`src/rtl/mul_seq32_ctrl.sv`:
```
// Sequential 32x32 unsigned shift-add multiplier that reuses one 32-bit adder over 32 cycles.
// Optional macro MUL_ABORT_EN adds an abort_i input that cancels an operation in CALC or DONE.

module fulladder32 (
  input  logic [31:0] a_i,
  input  logic [31:0] b_i,
  input  logic        carry_i,
  output logic [31:0] sum_o,
  output logic        carry_o
);

  assign {carry_o, sum_o} = {1'b0, a_i} + {1'b0, b_i} + {32'h0, carry_i};

endmodule

module mul_seq32_ctrl (
  input  logic        clk_i,
  input  logic        rst_i,
`ifdef MUL_ABORT_EN
  input  logic        abort_i,
`endif
  input  logic        valid_i,
  output logic        ready_o,
  input  logic [31:0] a_i,
  input  logic [31:0] b_i,
  output logic        valid_o,
  input  logic        ready_i,
  output logic [31:0] prod_lo_o,
  output logic [31:0] prod_hi_o,
  output logic        busy_o
);

  localparam logic [1:0] ST_IDLE = 2'd0;
  localparam logic [1:0] ST_CALC = 2'd1;
  localparam logic [1:0] ST_DONE = 2'd2;

  logic [1:0]  state;
  logic [4:0]  cnt;
  logic [31:0] mcand;
  logic [63:0] prod;

  logic [31:0] add_b;
  logic [31:0] add_sum;
  logic        add_carry;
  logic        abort;

`ifdef MUL_ABORT_EN
  assign abort = abort_i;
`else
  assign abort = 1'b0;
`endif

  // Partial product lives in prod[63:32]; the multiplier bits drain out of prod[31:0].
  assign add_b = prod[0] ? mcand : 32'h0;

  fulladder32 u_adder (
    .a_i     (prod[63:32]),
    .b_i     (add_b),
    .carry_i (1'b0),
    .sum_o   (add_sum),
    .carry_o (add_carry)
  );

  // NOTE: all state updates use non-blocking assignments so every register
  // samples the pre-edge values, which keeps the shift and the add in lockstep.
  always_ff @(posedge clk_i) begin
    if (rst_i) begin
      state <= ST_IDLE;
      cnt   <= 5'd0;
      mcand <= 32'h0;
      prod  <= 64'h0;
    end else begin
      case (state)
        ST_IDLE: begin
          if (valid_i) begin
            mcand <= a_i;
            prod  <= {32'h0, b_i};
            cnt   <= 5'd0;
            state <= ST_CALC;
          end
        end
        ST_CALC: begin
          if (abort) begin
            state <= ST_IDLE;
          end else begin
            // Adder carry lands in bit 63 after the right shift, so no bit is lost.
            prod <= {add_carry, add_sum, prod[31:1]};
            cnt  <= cnt + 5'd1;
            if (cnt == 5'd31) state <= ST_DONE;
          end
        end
        ST_DONE: begin
          if (abort || ready_i) state <= ST_IDLE;
        end
        default: state <= ST_IDLE;
      endcase
    end
  end

  // Handshake outputs depend on state alone, never combinationally on inputs.
  assign ready_o   = (state == ST_IDLE);
  assign valid_o   = (state == ST_DONE);
  assign busy_o    = (state == ST_CALC) || (state == ST_DONE);
  assign prod_lo_o = prod[31:0];
  assign prod_hi_o = prod[63:32];

endmodule

```
`config.mk`:
```
export PLATFORM = sky130hd
export DESIGN_NAME = mul_seq32_ctrl
export DESIGN_NICKNAME = d
export VERILOG_FILES = /design/src/rtl/mul_seq32_ctrl.sv
export SDC_FILE = /design/constraint.sdc
export NUM_CORES = 1
export LEC_CHECK = 0
export BUFFER_PORTS_ARGS = -buffer_cell sky130_fd_sc_hd__buf_4
export CAP_MARGIN = 15
export CORE_MARGIN = 8
export CORE_UTILIZATION = 49
export CTS_CLUSTER_SIZE = 30
export DETAILED_ROUTE_END_ITERATION = 8
export GPL_TIMING_DRIVEN = 0
export PLACE_DENSITY = 0.76
export SLEW_MARGIN = 10
export SYNTH_ARGS = -nofsm -noshare
export SYNTH_HDL_FRONTEND = slang
export SYNTH_SLANG_ARGS = --single-unit
```
`constraint.sdc`:
```
create_clock -name clk_i -period 2.73 [get_ports clk_i]
set_clock_uncertainty 0.05 [all_clocks]
set_input_delay 0.273 -clock clk_i [delete_from_list [all_inputs] [get_ports clk_i]]
set_output_delay 0.273 -clock clk_i [all_outputs]
set_load 0.005 [all_outputs]
```
==> results of run 1 <==
flip-flops by register name (all words and copies together) (netlist names):
register and cells:
state 2, prod 64, mcand 32, cnt 5
final cells by class:
| cell class | instances | area share |
|---|---|---|
| flip-flops and latches | 103 | 0.261 |
| plain buffers | 42 | 0.0305 |
| clock inverters | 7 | 0.0141 |
| repair buffers | 159 | 0.151 |
| clock buffers | 9 | 0.0284 |
| inverters | 15 | 0.00711 |
| well taps | 147 | 0.0232 |
| multi-input cells | 562 | 0.485 |
worst paths after layout:
kind	endpoint	slack [ns]
worst max register to register	prod[61]$_SDFFE_PP0P_	-0.11
worst max-delay path	prod[61]$_SDFFE_PP0P_	-0.11
worst min register to register	mcand[23]$_SDFFE_PP0P_	0.40
worst min-delay path	mcand[11]$_SDFFE_PP0P_	0.09
routing by layer:
layer,global-route usage,vias up,part of all wire
met5,0,-,0
met2,0.384,197,0.49
met3,0.0857,44,0.078
li1,-,2888,-
met1,0.237,2752,0.41
met4,0.0809,0,0.024
metrics by stage:
step / util / TNS [ns] / total power, uW / setup WS, ns / instance area [sq um]
after floorplan: - / 0 / 3320 / 0.0241 / 5900
after global placement: 0.598 / -6.04 / 4110 / -0.574 / 7090
after detailed placement: 0.598 / -6.52 / 4190 / -0.587 / 7090
after CTS: 0.646 / -0.496 / 5720 / -0.195 / 7660
after global routing: 0.668 / -1.47 / 6080 / -0.183 / 7920
final: 0.668 / -0.270 / 5730 / -0.109 / 7920
logic make-up after synthesis:
logic type,after synthesis
AOI/OAI and AO/OA,216
xor gates and xnor gates,27
adders and majority gates,38
buffers and inverters,58
DFF,103
muxes,35
and+or+nand+nor,246
power by group:
group / internal, uW / total [uW] / switching [uW]
Combinational: 966 / 2220 / 1250
Clock: 829 / 1480 / 655
Sequential: 1800 / 2020 / 221
Total: 3600 / 5730 / 2130
synthesized netlist by cell type (all sizes together) (2+ instances only):
cell type | instances | share of area
o22ai | 2 | 0.0021
o31ai | 2 | 0.0034
dlygate4sd1 | 2 | 0.0030
buf | 6 | 0.0066
clkbuf | 35 | 0.027
a21oi | 77 | 0.066
nor2b | 3 | 0.0032
xor2 | 8 | 0.012
a22oi | 12 | 0.015
o211ai | 3 | 0.0038
or2 | 3 | 0.0032
dfxtp | 103 | 0.35
and3 | 6 | 0.0068
a22o | 3 | 0.0045
nand2b | 4 | 0.0042
a21o | 20 | 0.027
o21ai | 37 | 0.031
nand3b | 2 | 0.0025
a31oi | 6 | 0.0064
a211oi | 34 | 0.043
xnor2 | 19 | 0.028
nor3 | 3 | 0.0025
and4 | 3 | 0.0049
nand2 | 111 | 0.071
ha | 37 | 0.078
a21boi | 2 | 0.0025
o21bai | 5 | 0.0064
nand4 | 8 | 0.0085
and2 | 33 | 0.035
nand3 | 7 | 0.0059
mux2i | 35 | 0.059
o21a | 3 | 0.0038
nor2 | 61 | 0.039
inv | 15 | 0.0095
timing repair:
action,4_1_cts,5_1_grt
pin swaps,14,27
buffers inserted,17,10
setup endpoints to repair,21,16
hold endpoints to repair,0,0
resized for setup,34,50
critical path, delay by kind of cell (launching register included):
kind / cells / cell delay (ns)
fa+ha+maj: 2 / 0.48
buf+inv: 3 / 0.26
flops: 1 / 0.37
xor+xnor: 1 / 0.17
compound gates: 6 / 1.11
simple gates: 2 / 0.29
==> results_dict.tcl, run 1 <==
set metrics [dict create \
    status "complete, but fails checks" \
    violations "setup timing" \
    path_clk_slew_ns 0.08 \
    synthesis.instances 723 \
    final.fill_count 1013 \
    place_hpwl_um 13200 \
    critPathLaunch "prod[0]$_SDFFE_PP0P_" \
    synth_seq_cells 103 \
    die_y_um 126 \
    seq_area_frac_synth 0.350 \
    syn-num-nets 829 \
    holdWs_ns 0.0947 \
    htree_levels 3 \
    slowest_stage "dfxtp_4" \
    via_count 5881 \
    finalSetupViolCount 5 \
    layout_commonest_cell "buf_4" \
    yosys.area_share.simple 0.189 \
    grt_max_degree 20 \
    dieArea_sq_mm 0.0158 \
    finalMaxSlewViolations 0 \
    cts-root-buf "clkbuf_16" \
    cts_tree "built" \
    max_freq_mhz 352 \
    overflow 0 \
    hold_violations 0 \
    routedWlPerCell_um 17.1 \
    drc_errors 0 \
    ant_nets 0 \
    synth_adder_area_share 0.0819 \
    endpoint_kind "register" \
    final.min_clock_period_ns 2.84 \
    min_path_type "primary input to register" \
    critPathArrivalTime_ns 3.03 \
    final_nets 998 \
    synth_area_per_cell_sq_um 8.16 \
    core_sq_mm 0.0119 \
    worstMarginPinSlew_ns 0.808 \
    synth_compound_area_frac 0.233 \
    reg2reg_from "prod[0]$_SDFFE_PP0P_" \
    slew_headroom 0.459 \
    critPathKind "register to register" \
    fin_ws_ns -0.109 \
    vias_per_cell 5.63 \
    hp-start "a_i[11]" \
    reg2reg_depth 14 \
    cp.required_ns 2.92 \
    final_cells 1044 \
    gp_congestion 0.896 \
    synth-xor-area-share 0.0401 \
    rows 40 \
    dr.first_iter.drc_count 365 \
    firstDrtPassIters 5 \
    grt_usage 0.220 \
    synth_edf_count 0 \
    path_cells "buf_8 > and2_4 > ha_4 > inv_2 > fa_2 > nor2b_2 > buf_4 > o211ai_1 > a211o_1 > a41oi_2 > a311oi_4 > o31ai_2 > xnor2_1 > o21ai_1" \
    syn2layout_area_growth_pct 34.3 \
    io_buffers 134 \
    yosys_warnings 0 \
    synth.distinct_cells 58 \
    dp_cells 1004 \
    final_cell_mix "buf_4, nand2_1, dfxtp_1" \
    critPathMaxStageDelay_ns 0.37 \
    synthArstFlopShare 0 \
    p_leak_uw 0.00344 \
    ioPinCount 135 \
    pwr_density_cell_mw_per_mm2 723 \
    drt_wl_total_um 17900 \
    grt_pass1_wl_um 28900 \
    seqCellArea_sq_mm 0.00207 \
    worstPathMaxFanout 3 \
    cts_sinks 103 \
    synth_mux_area_frac 0.0594 \
    drive_gt1_frac 0.275 \
    cts_buffer_depth 2 \
    irDropWorstVdd_mv 0.545 \
    antenna_found_initial 0 \
    rsz0062_at_grt "true" \
    clk_latency_ns 0.37 \
    critPathLaunchType "register" \
    fin_crit_sh 1.04 \
    holdPathStages 3 \
    cts_buffers 9 \
    cts-hold-fix-buffers 0 \
    die_width_um 126 \
    netlist_area_sq_mm 0.00590 \
    multi_input_area_sq_mm 0.00384 \
    synth_top_family_by_area "compound AO/OA/AOI/OAI gates" \
    antenna_cells 0 \
    synth_ff_type "dfxtp_1" \
    initial_core_util 0.497 \
    max_cap_violations 0 \
    grt_pass1_vias 6047 \
]
Note: power is estimated with default switching activity, not from simulation.
==> run 2, diff against run 1 <==
Settings changed: PLACE_DENSITY 0.76 to 0.82.
==> run 2 against run 1 <==
Effect of this change:
- the run still ends with setup timing left
- wire length rose by 0.65%
- utilization decreased by 0.53 points
- clock power decreased by 6%
- largest power group unchanged
- first-iteration DRC count decreased by 3.3%
- highest routed layer unchanged
- die area stayed put
- cell count shrank 0.48%
- sequential cell count stayed put
- maximum frequency grew 1.9%
- register-to-register slack improved by 0.05 ns
- via count fell by 0.36%
- worst setup slack better by 0.053 ns
- non-clock buffer count fell by 5
==> results_dict.tcl, run 2 (same netlist as run 1, synthesis figures left out) <==
set metrics [dict create \
    status "complete, but fails checks" \
    violations "setup timing" \
    final_cell_mix "buf_4, nand2_1, dfxtp_1" \
    routedWlPerCell_um 17.3 \
    cts-hold-fix-buffers 0 \
    drt_wl_total_um 18000 \
    ioPinCount 135 \
    io_buffers 134 \
    gp_congestion 0.902 \
    critPathLaunchType "register" \
    finalSetupViolCount 1 \
    final_nets 993 \
    clk_latency_ns 0.36 \
    cts-root-buf "clkbuf_16" \
    layout_commonest_cell "buf_4" \
    antenna_cells 0 \
    max_cap_violations 0 \
    holdPathStages 3 \
    syn2layout_area_growth_pct 33.2 \
    grt_usage 0.216 \
    slowest_stage "dfxtp_4" \
    max_freq_mhz 359 \
    ant_nets 0 \
    drc_errors 0 \
    path_cells "buf_8 > and2_4 > ha_4 > inv_2 > fa_2 > nor2b_2 > o211ai_1 > a211o_1 > a41oi_2 > a311oi_4 > o31ai_2 > xnor2_1 > o21ai_1" \
    dieArea_sq_mm 0.0158 \
    dr.first_iter.drc_count 353 \
    whs_endpoint "mcand[18]$_SDFFE_PP0P_" \
    overflow 0 \
    critPathArrivalTime_ns 2.98 \
    antenna_found_initial 0 \
    worstPathMaxFanout 6 \
    via_count 5860 \
    reg_top3 "prod (64), mcand (32), cnt (5)" \
    grt_pass1_wl_um 28200 \
    hold_violations 0 \
    vias_per_cell 5.64 \
    path_clk_slew_ns 0.07 \
    htree_levels 3 \
    rsz0062_at_grt "true" \
    cp.required_ns 2.92 \
    cts_tree "built" \
    grt_max_degree 17 \
    worstReg2RegEnd "prod[61]$_SDFFE_PP0P_" \
    finalMaxSlewViolations 0 \
    reg2reg_depth 13 \
    reg2reg_from "prod[0]$_SDFFE_PP0P_" \
    min_path_type "primary input to register" \
    grt_pass1_vias 5991 \
    hp-start "a_i[18]" \
    r2r_setup_slack_ns -0.06 \
    endpoint_kind "register" \
    pwr_density_cell_mw_per_mm2 716 \
    fin_crit_sh 1.02 \
    fin_total_pwr_uw 5620 \
    place_hpwl_um 12800 \
    critPathKind "register to register" \
    p_leak_uw 0.00340 \
    drive_gt1_frac 0.267 \
    final.min_clock_period_ns 2.79 \
    dp_cells 1004 \
    largest_reg_flops 64 \
    core_sq_mm 0.0119 \
    rows 40 \
    cts_buffers 9 \
    die_y_um 126 \
    cts_buffer_depth 2 \
    fin_ws_ns -0.0564 \
    firstDrtPassIters 5 \
    die_width_um 126 \
    slew_headroom 0.491 \
    initial_core_util 0.497 \
    critPathMaxStageDelay_ns 0.40 \
    final_cells 1039 \
    irDropWorstVdd_mv 0.536 \
    top_register "prod" \
    worstMarginPinSlew_ns 0.761 \
    cts_sinks 103 \
]
run 2: cell types whose count changed in the layout (fill, tap and decap cells not counted), moves of 3 or more:
cell | before | now
a21oi_1 | 60 | 63
and2_1 | 32 | 29
and2_4 | 1 | 4
buf_4 | 159 | 152
inv_8 | 3 | 0
o21ai_0 | 23 | 27
o21ai_1 | 9 | 6
run 2: timing repair:
action,CTS,global route
gates resized for setup,29,47
buffers inserted,15,8
endpoints found under the setup margin,21,17
pin swaps,12,27
run 2: where the power goes:
group	switching (uW)	total, uW	internal [uW]
logic	1240	2200	964
registers	228	2030	1800
clock network	585	1390	807
run 2: how the worst max path moves through the flow:
stage	start	slack, ns	to
after floorplan	prod[0]$_SDFFE_PP0P_	0.02	prod[61]$_SDFFE_PP0P_
after global placement	prod[0]$_SDFFE_PP0P_	-0.58	prod[56]$_SDFFE_PP0P_
after detailed placement	prod[0]$_SDFFE_PP0P_	-0.61	prod[56]$_SDFFE_PP0P_
after CTS	prod[0]$_SDFFE_PP0P_	-0.18	prod[61]$_SDFFE_PP0P_
after global routing	prod[0]$_SDFFE_PP0P_	-0.14	prod[61]$_SDFFE_PP0P_
final	prod[0]$_SDFFE_PP0P_	-0.06	prod[61]$_SDFFE_PP0P_
run 2: layout make-up:
cell class              instances  area [sq um]
plain buffers                  42           240
clock buffers                  11           233
clock inverters                 5          81.3
fillers                      1003          4000
inverters                      15          56.3
multi-input cells             562          3830
flip-flops and latches        103          2070
well taps                     147           184
repair buffers                154          1170
run 2: stage by stage:
step,TNS [ns],cell area (sq um),hold slack (ns),util,setup slack (ns)
after floorplan,0,5900,0.359,-,0.0241
after global placement,-5.60,7090,0.388,0.598,-0.582
after detailed placement,-6.13,7090,0.394,0.598,-0.610
after CTS,-0.480,7610,0.100,0.642,-0.183
after global routing,-0.540,7860,0.107,0.663,-0.138
final,-0.0564,7860,0.110,0.663,-0.0564
run 2: per-layer routing:
layer	global-route usage	up-vias	share of wire
li1	-	2884	-
met1	0.238	2702	0.41
met2	0.372	241	0.48
met3	0.0713	33	0.089
met4	0.0938	0	0.023
met5	0	-	0
run 2: critical path, delay by kind of cell (launching register included):
family | cells | cell delay [ns]
DFF | 1 | 0.40
adders and majority gates | 2 | 0.48
AOI/OAI and AO/OA | 6 | 1.14
and+or+nand+nor | 2 | 0.27
xor gates and xnor gates | 1 | 0.15
buffers and inverters | 2 | 0.15
